### src/rtl/qspi_flash_sequencer_if.sv
// Register-window bus between the flash sequencer and the QSPI master.
// The sequencer is the only master of this port.
interface qspi_flash_sequencer_if;
  logic        bus_write;
  logic [3:0]  bus_be;
  logic [5:0]  bus_addr;
  logic [31:0] bus_wdata;
  logic [31:0] bus_rdata;

  modport master (
    output bus_write,
    output bus_be,
    output bus_addr,
    output bus_wdata,
    input  bus_rdata
  );

  modport slave (
    input  bus_write,
    input  bus_be,
    input  bus_addr,
    input  bus_wdata,
    output bus_rdata
  );
endinterface

### src/rtl/qspi_flash_sequencer.sv
// Turns READ / PROGRAM / ERASE requests into QSPI master register sequences.
// Optional QSPI_SEQ_POLL_TIMEOUT_EN bounds RDSR1 polling to POLL_LIMIT frames.
module qspi_flash_sequencer #(
  parameter logic [5:0]  PRESCALER  = 6'd2,
  parameter logic [7:0]  OP_READ    = 8'h6B,
  parameter logic [7:0]  OP_PP      = 8'h32,
  parameter logic [7:0]  OP_SE      = 8'hD8,
  parameter logic [15:0] POLL_LIMIT = 16'd50000
) (
  input  logic        clk_i,
  input  logic        rst_ni,
  input  logic        req_valid_i,
  output logic        req_ready_o,
  input  logic [1:0]  req_op_i,
  input  logic [23:0] req_addr_i,
  input  logic [4:0]  req_len_i,
  output logic        dat_rd_o,
  input  logic [31:0] dat_i,
  output logic        dat_we_o,
  output logic [2:0]  dat_idx_o,
  output logic [31:0] dat_o,
  output logic        done_o,
  output logic        err_o,
  qspi_flash_sequencer_if.master bus
);

  localparam logic [5:0] AddrCcr = 6'd0;
  localparam logic [5:0] AddrAdr = 6'd4;
  localparam logic [5:0] AddrDr0 = 6'd8;
  localparam logic [5:0] AddrSta = 6'd40;

  localparam int unsigned BusyCycles = 8 * (32'(PRESCALER) + 1);
  localparam logic [9:0]  BusyLast   = 10'(BusyCycles - 1);

  typedef enum logic [3:0] {
    StIdle, StWren, StAdr, StLoadRd, StLoadWr, StStart, StWaitBusy, StWaitIdle,
    StUnloadRd, StUnloadWr, StPollStart, StPollRd, StPollChk, StDone
  } state_e;

  typedef enum logic [1:0] {OpRead = 2'd0, OpProg = 2'd1, OpErase = 2'd2, OpRsvd = 2'd3} op_e;

  // Which frame the shared completion wait belongs to.
  typedef enum logic [1:0] {CtxWren, CtxOp, CtxPoll} ctx_e;

  state_e      state_q, state_d;
  ctx_e        ctx_q, ctx_d;
  op_e         op_q, op_d;
  logic [23:0] addr_q, addr_d;
  logic [4:0]  len_q, len_d;
  logic [2:0]  word_q, word_d;
  logic [9:0]  busy_cnt_q, busy_cnt_d;
  logic        err_flag_q, err_flag_d;
  logic        done_q, done_d;
  logic        err_q, err_d;
`ifdef QSPI_SEQ_POLL_TIMEOUT_EN
  logic [15:0] poll_cnt_q, poll_cnt_d;
`endif

  logic [5:0]  dr_addr;
  assign dr_addr = AddrDr0 + {1'b0, word_q, 2'b00};

  function automatic logic [31:0] ccr_word(logic [4:0] size, logic [4:0] dummy, logic wr,
                                           logic [1:0] mode, logic [7:0] opc);
    return {1'b1, PRESCALER, 4'b0000, size, dummy, wr, mode, opc};
  endfunction

  always_ff @(posedge clk_i or negedge rst_ni) begin
    if (!rst_ni) begin
      state_q    <= StIdle;
      ctx_q      <= CtxWren;
      op_q       <= OpRead;
      addr_q     <= '0;
      len_q      <= '0;
      word_q     <= '0;
      busy_cnt_q <= '0;
      err_flag_q <= 1'b0;
      done_q     <= 1'b0;
      err_q      <= 1'b0;
`ifdef QSPI_SEQ_POLL_TIMEOUT_EN
      poll_cnt_q <= '0;
`endif
    end else begin
      state_q    <= state_d;
      ctx_q      <= ctx_d;
      op_q       <= op_d;
      addr_q     <= addr_d;
      len_q      <= len_d;
      word_q     <= word_d;
      busy_cnt_q <= busy_cnt_d;
      err_flag_q <= err_flag_d;
      done_q     <= done_d;
      err_q      <= err_d;
`ifdef QSPI_SEQ_POLL_TIMEOUT_EN
      poll_cnt_q <= poll_cnt_d;
`endif
    end
  end

  always_comb begin
    state_d    = state_q;
    ctx_d      = ctx_q;
    op_d       = op_q;
    addr_d     = addr_q;
    len_d      = len_q;
    word_d     = word_q;
    busy_cnt_d = '0;
    err_flag_d = err_flag_q;
    done_d     = (state_q == StDone);
    err_d      = (state_q == StDone) & err_flag_q;
`ifdef QSPI_SEQ_POLL_TIMEOUT_EN
    poll_cnt_d = poll_cnt_q;
`endif
    case (state_q)
      StIdle: begin
        if (req_valid_i) begin
          op_d       = op_e'(req_op_i);
          addr_d     = req_addr_i;
          len_d      = req_len_i;
          word_d     = '0;
          err_flag_d = 1'b0;
`ifdef QSPI_SEQ_POLL_TIMEOUT_EN
          poll_cnt_d = '0;
`endif
          case (op_e'(req_op_i))
            OpRead:          state_d = StAdr;
            OpProg, OpErase: state_d = StWren;
            default: begin
              state_d    = StDone;
              err_flag_d = 1'b1;
            end
          endcase
        end
      end
      StWren: begin
        ctx_d   = CtxWren;
        state_d = StWaitBusy;
      end
      StAdr:    state_d = (op_q == OpRead) ? StStart : StLoadRd;
      StLoadRd: state_d = StLoadWr;
      StLoadWr: begin
        word_d  = word_q + 3'd1;
        state_d = (op_q == OpErase || word_q == len_q[4:2]) ? StStart : StLoadRd;
      end
      StStart: begin
        ctx_d   = CtxOp;
        word_d  = '0;
        state_d = StWaitBusy;
      end
      StWaitBusy: begin
        // The first cycle's read data still belongs to the CCR write address.
        busy_cnt_d = busy_cnt_q + 10'd1;
        if ((busy_cnt_q != '0 && bus.bus_rdata != 32'd1) || busy_cnt_q == BusyLast) begin
          state_d = StWaitIdle;
        end
      end
      StWaitIdle: begin
        if (bus.bus_rdata == 32'd1) begin
          case (ctx_q)
            CtxWren: state_d = (op_q == OpProg) ? StAdr : StLoadWr;
            CtxOp:   state_d = (op_q == OpRead) ? StUnloadRd : StPollStart;
            default: state_d = StPollRd;
          endcase
        end
      end
      StUnloadRd: state_d = StUnloadWr;
      StUnloadWr: begin
        word_d  = word_q + 3'd1;
        state_d = (word_q == len_q[4:2]) ? StDone : StUnloadRd;
      end
      StPollStart: begin
        ctx_d   = CtxPoll;
        state_d = StWaitBusy;
`ifdef QSPI_SEQ_POLL_TIMEOUT_EN
        poll_cnt_d = poll_cnt_q + 16'd1;
`endif
      end
      StPollRd: state_d = StPollChk;
      StPollChk: begin
        if (bus.bus_rdata[0]) begin
`ifdef QSPI_SEQ_POLL_TIMEOUT_EN
          if (poll_cnt_q >= POLL_LIMIT) begin
            state_d    = StDone;
            err_flag_d = 1'b1;
          end else begin
            state_d = StPollStart;
          end
`else
          state_d = StPollStart;
`endif
        end else begin
          state_d = StDone;
        end
      end
      StDone: begin
        word_d  = '0;
        state_d = StIdle;
      end
      default: state_d = StIdle;
    endcase
  end

  always_comb begin
    req_ready_o   = 1'b0;
    dat_rd_o      = 1'b0;
    dat_we_o      = 1'b0;
    dat_idx_o     = word_q;
    dat_o         = '0;
    bus.bus_write = 1'b0;
    bus.bus_be    = 4'hF;
    bus.bus_addr  = AddrSta;
    bus.bus_wdata = '0;
    case (state_q)
      StIdle: req_ready_o = 1'b1;
      StWren: begin
        bus.bus_write = 1'b1;
        bus.bus_addr  = AddrCcr;
        bus.bus_wdata = ccr_word(5'd0, 5'd0, 1'b0, 2'd0, 8'h06);
      end
      StAdr: begin
        bus.bus_write = 1'b1;
        bus.bus_addr  = AddrAdr;
        bus.bus_wdata = {addr_q, 8'h00};
      end
      StLoadRd: dat_rd_o = 1'b1;
      StLoadWr: begin
        bus.bus_write = 1'b1;
        bus.bus_addr  = dr_addr;
        // Erase sends the address MSB-first as three data bytes.
        bus.bus_wdata = (op_q == OpErase) ? {8'h00, addr_q[7:0], addr_q[15:8], addr_q[23:16]}
                                          : dat_i;
      end
      StStart: begin
        bus.bus_write = 1'b1;
        bus.bus_addr  = AddrCcr;
        case (op_q)
          OpRead:  bus.bus_wdata = ccr_word(len_q, 5'd4, 1'b0, 2'd3, OP_READ);
          OpProg:  bus.bus_wdata = ccr_word(len_q, 5'd3, 1'b1, 2'd3, OP_PP);
          default: bus.bus_wdata = ccr_word(5'd2, 5'd0, 1'b1, 2'd1, OP_SE);
        endcase
      end
      StUnloadRd: bus.bus_addr = dr_addr;
      StUnloadWr: begin
        dat_we_o = 1'b1;
        dat_o    = bus.bus_rdata;
      end
      StPollStart: begin
        bus.bus_write = 1'b1;
        bus.bus_addr  = AddrCcr;
        bus.bus_wdata = ccr_word(5'd0, 5'd0, 1'b0, 2'd1, 8'h05);
      end
      StPollRd: bus.bus_addr = AddrDr0;
      default: ;
    endcase
  end

  assign done_o = done_q;
  assign err_o  = err_q;

endmodule

### src/flat_wrapper.sv
// flat-port wrapper written by rule: the top's interface ports become plain ports
module qspi_flash_sequencer_flat 
#(
  parameter logic [5:0]  PRESCALER  = 6'd2,
  parameter logic [7:0]  OP_READ    = 8'h6B,
  parameter logic [7:0]  OP_PP      = 8'h32,
  parameter logic [7:0]  OP_SE      = 8'hD8,
  parameter logic [15:0] POLL_LIMIT = 16'd50000
)
  (clk_i, rst_ni, req_valid_i, req_ready_o, req_op_i, req_addr_i, req_len_i, dat_rd_o, dat_i, dat_we_o, dat_idx_o, dat_o, done_o, err_o, bus_bus_write, bus_bus_be, bus_bus_addr, bus_bus_wdata, bus_bus_rdata);
  qspi_flash_sequencer_if bus_i ();
  input  logic clk_i;
  input  logic rst_ni;
  input  logic req_valid_i;
  output logic req_ready_o;
  input  logic [1:0] req_op_i;
  input  logic [23:0] req_addr_i;
  input  logic [4:0] req_len_i;
  output logic dat_rd_o;
  input  logic [31:0] dat_i;
  output logic dat_we_o;
  output logic [2:0] dat_idx_o;
  output logic [31:0] dat_o;
  output logic done_o;
  output logic err_o;
  output wire logic [$bits(bus_i.bus_write)-1:0] bus_bus_write;
  output wire logic [$bits(bus_i.bus_be)-1:0] bus_bus_be;
  output wire logic [$bits(bus_i.bus_addr)-1:0] bus_bus_addr;
  output wire logic [$bits(bus_i.bus_wdata)-1:0] bus_bus_wdata;
  input wire logic [$bits(bus_i.bus_rdata)-1:0] bus_bus_rdata;
  assign bus_bus_write = bus_i.bus_write;
  assign bus_bus_be = bus_i.bus_be;
  assign bus_bus_addr = bus_i.bus_addr;
  assign bus_bus_wdata = bus_i.bus_wdata;
  assign bus_i.bus_rdata = bus_bus_rdata;
  qspi_flash_sequencer #(.PRESCALER(PRESCALER), .OP_READ(OP_READ), .OP_PP(OP_PP), .OP_SE(OP_SE), .POLL_LIMIT(POLL_LIMIT)) u_core (.clk_i(clk_i), .rst_ni(rst_ni), .req_valid_i(req_valid_i), .req_ready_o(req_ready_o), .req_op_i(req_op_i), .req_addr_i(req_addr_i), .req_len_i(req_len_i), .dat_rd_o(dat_rd_o), .dat_i(dat_i), .dat_we_o(dat_we_o), .dat_idx_o(dat_idx_o), .dat_o(dat_o), .done_o(done_o), .err_o(err_o), .bus(bus_i));
endmodule
### config.mk
export PLATFORM = sky130hd
export DESIGN_NAME = qspi_flash_sequencer_flat
export DESIGN_NICKNAME = d
export VERILOG_FILES = /design/src/rtl/qspi_flash_sequencer_if.sv /design/src/rtl/qspi_flash_sequencer.sv /design/src/flat_wrapper.sv
export SDC_FILE = /design/constraint.sdc
export NUM_CORES = 1
export LEC_CHECK = 0
export CORE_MARGIN = 8
export CORE_UTILIZATION = 45
export CTS_CLUSTER_SIZE = 40
export DETAILED_ROUTE_END_ITERATION = 16
export GPL_TIMING_DRIVEN = 0
export PLACE_DENSITY_LB_ADDON = 0.25
export RECOVER_POWER = 50
export SYNTH_ARGS = -nofsm -noshare
export SYNTH_HDL_FRONTEND = slang
export SYNTH_SLANG_ARGS = --single-unit
### constraint.sdc
create_clock -name clk_i -period 4.07 [get_ports clk_i]
set_input_delay 1.0175 -clock clk_i [delete_from_list [all_inputs] [get_ports clk_i]]
set_output_delay 1.0175 -clock clk_i [all_outputs]
set_load 0.01 [all_outputs]
==> flow_summary.toml <==
[run_status]
status = "finished, violations left"
violations = "max-capacitance violations, max-slew violations"

[final_layout]
area_growth_pct = 53.0
final_area_sq_um = 5720
finalNonFillerCells = 725
n_antenna_cell = 0
drive_gt1_share_pct = 10.5
fin_util_pct = 70.3
fin_nets = 721
fill_cells = 671

[placement]
dpl.cell_count = 717
dp_hpwl_um = 11300
io_buffers = 174
post-place-ws_ns = 0.485
dpl_cell_area_sq_um = 5640
gp_congestion = 0.974

[logic_synthesis]
avgSynthCellArea_sq_um = 8.63
ys_warn_count = 0
ys_types = 51
synthCells = 433
synth_area_leaders = "dfrtp_1 (35%), mux2_2 (9.3%), and3_1 (6.2%)"
synthArstFlopShare_pct = 100
synth_edf_count = 0
ys_ff_latch = 53
ys_seq_area_share_pct = 35.5
synth_top_area_cell = "dfrtp_1"
synth_top_flop_cell = "dfrtp_1"
synth_area_sq_um = 3740
synth_top_area_share_pct = 35.5

[worst_setup_path]
path_buf_inv = 2
max_stage_delay_ns = 0.69
worstSetupEndpoint = "bus_bus_wdata[4]"
ff2ff_path_depth = 6
cp_slowest_cell = "nor3_1"
cpLargestDelayFamily = "simple AND/OR/NAND/NOR gates"
worstPathArrival_ns = 2.94
worstPathMaxFanout = 10
path_common_cell = "a21oi_1"
critical_path_depth = 7
path_class = "reg -> out"
regToRegSetupSlack_ns = 1.94
timing.rr.start = "u_core.state_q[2]"
r2r-end = "u_core.len_q[0]"
critPathLaunchType = "register"
crit_chain = "buf_2 > nand2b_1 > nor3_1 > a21oi_1 > a21oi_1 > a21o_1 > clkdlybuf4s50_1"
crit_start = "u_core.state_q[3]"
crit_required_ns = 3.05
endpoint_kind = "primary output"

[clocking]
htree_levels = 2
worstSkewPairLatency_ns = 0.32
cts_tree = "done"
clock-sinks = 53
clk_pin_slew_ns = 0.10
numCtsBuffers = 5
cts_setup_buffers = 0
clock_path_buffers = 2
clock-root-buffer = "clkbuf_8"

[sta]
final.setup.worst_slack_ns = 0.110
final_hold_viol_count = 0
hold_slack_ns = 0.521
finalSetupViolations = 0
fmax_mhz = 253
slew_headroom_pct = -13.6
fin_crit_ns = 3.96
tightest_slew_ns = 1.70
finClkSkew_ns = 0.00832
fin_crit_sh_pct = 97.3
final_max_slew_viol_count = 31
rsz0062_at_grt = "no"
fin_tns_setup_ns = 0

[power_and_ir_drop]
peakVddDrop_mv = 0.161
p_leak_nw = 2.55
total_power_uw = 989
power-per-cell-area_nw_per_um2 = 173

[drt]
via_count = 4189
route.detailed.drc = 0
ant_nets = 0
vias_per_cell = 5.78
firstDrtPassIters = 4
routedWlPerCell_um = 19.5
drt-total-wl_um = 14100
drt_iter0_markers = 287

[global_routing]
grtUsageMet2_pct = 39.7
grt_antenna_before_repair = 0
grt_start_max_net_pins = 31
grt_first_pass_wirelength_um = 21800
gr-usage-met1_pct = 27.6
gr-usage-all-layers_pct = 23.6
busiest_layer = "met2"
grt_pass1_vias = 4164
grt_use_met3_pct = 8.76
gr-total-overflow = 0

[die]
start_util_pct = 46.0
design.core.area_sq_um = 8130
num_rows = 33
io_pins = 181
fp.dieArea_sq_um = 11500
die_h_um = 107
die-width_um = 107

[flow_run]
maxCapViolCount = 1

[min_path]
min_path_type = "reg -> reg"
-- metal layers --
metal	wire length (um)	share of wire (%)	vias up
li1	-	-	1949
met3	1600	11	22
met5	0	0	-
met1	5530	39	1979
met4	221	1.6	0
met2	6790	48	239
-- worst register-to-register path: stages (launching register included) --
cell	delay [ns]
dfrtp_1	0.48
nor2_1	0.16
nand2_1	0.10
inv_1	0.06
nand2_1	0.23
clkbuf_1	0.58
mux2_2	0.41
-- placed cells by master (no fill, tap or decap), types with 4 or more instances in the layout --
cell	count
and3_1	37
o22ai_1	5
mux2i_1	12
o21ai_0	29
a22o_1	8
nor4_1	9
nand3_1	7
nand2b_1	7
inv_1	7
mux2_2	31
o211ai_1	5
a221o_1	9
nor2b_1	6
a21oi_1	26
or3_1	5
nand4_1	5
clkdlybuf4s50_1	170
buf_4	7
conb_1	6
dfrtp_1	53
buf_2	11
clkbuf_1	21
a31oi_1	5
a211oi_1	4
clkbuf_8	5
nor2_1	26
nand2_1	49
xor2_1	7
ha_1	4
-- cells in the mapped netlist (all sizes together) (6+ instances only) --
cell type / n
a221o: 9
inv: 7
nor2: 29
nor4: 9
mux2: 31
and3: 37
dfrtp: 53
a22o: 8
nand3: 7
a21oi: 26
buf: 27
xor2: 7
nor2b: 6
nand2: 49
clkbuf: 13
o21ai: 29
mux2i: 12
nand2b: 7
-- cell type report --
type,instances,area [sq um],area share (%)
Multi-Input combinational cell,337,2190,38.4
Timing Repair Buffer,175,1740,30.4
Sequential cell,53,1330,23.2
Buffer,40,205,3.59
Tap cell,105,131,2.30
Clock buffer,5,68.8,1.20
Clock inverter,3,28.8,0.503
Inverter,7,26.3,0.459
-- how the worst min path moves through the flow --
stage                              start                    to  slack, ns  depth (start not counted)
finish              u_core.busy_cnt_q[0]  u_core.busy_cnt_q[0]       0.52                          1
global route        u_core.busy_cnt_q[0]  u_core.busy_cnt_q[0]       0.54                          1
CTS                 u_core.busy_cnt_q[0]  u_core.busy_cnt_q[0]       0.52                          1
detailed placement       u_core.len_q[1]       u_core.len_q[1]       0.49                          1
global placement    u_core.busy_cnt_q[0]  u_core.busy_cnt_q[0]       0.48                          1
floorplan              u_core.err_flag_q     u_core.err_flag_q       0.44                          2
-- cell families (layout without fill, tap and decap cells) --
| logic type | after synthesis | count (layout) | share of synthesized area, % |
|---|---|---|---|
| AO/OA/AOI/OAI | 107 | 107 | 18.7 |
| XOR/XNOR | 9 | 9 | 2.11 |
| adder cells (fa/ha/maj) | 4 | 4 | 1.34 |
| buffers and inverters | 47 | 230 | 6.36 |
| flip-flops | 53 | 53 | 35.5 |
| multiplexers | 43 | 43 | 12.6 |
| other | 2 | 6 | 0.201 |
| AND/OR/NAND/NOR | 168 | 168 | 23.3 |
-- flip-flops by register name, summed over array words and instances, names as in the netlist --
name               cells
u_core.err_o           1
u_core.dat_idx_o       3
u_core.done_o          1
u_core.state_q         4
u_core.len_q           5
u_core.err_flag_q      1
u_core.busy_cnt_q     10
u_core.op_q            2
u_core.addr_q         24
u_core.ctx_q           2
-- power by group --
group / switching, mW / internal [mW]
Sequential: 0.0000755 / 0.526
Combinational: 0.0383 / 0.0892
Clock: 0.206 / 0.129
-- what timing repair did --
item                                    4_1_cts  5_1_grt
hold buffers                                  0        0
endpoints found under the setup margin        0        1
gates resized for setup                       0        1
No activity file was read; power rests on OpenSTA's default activity.
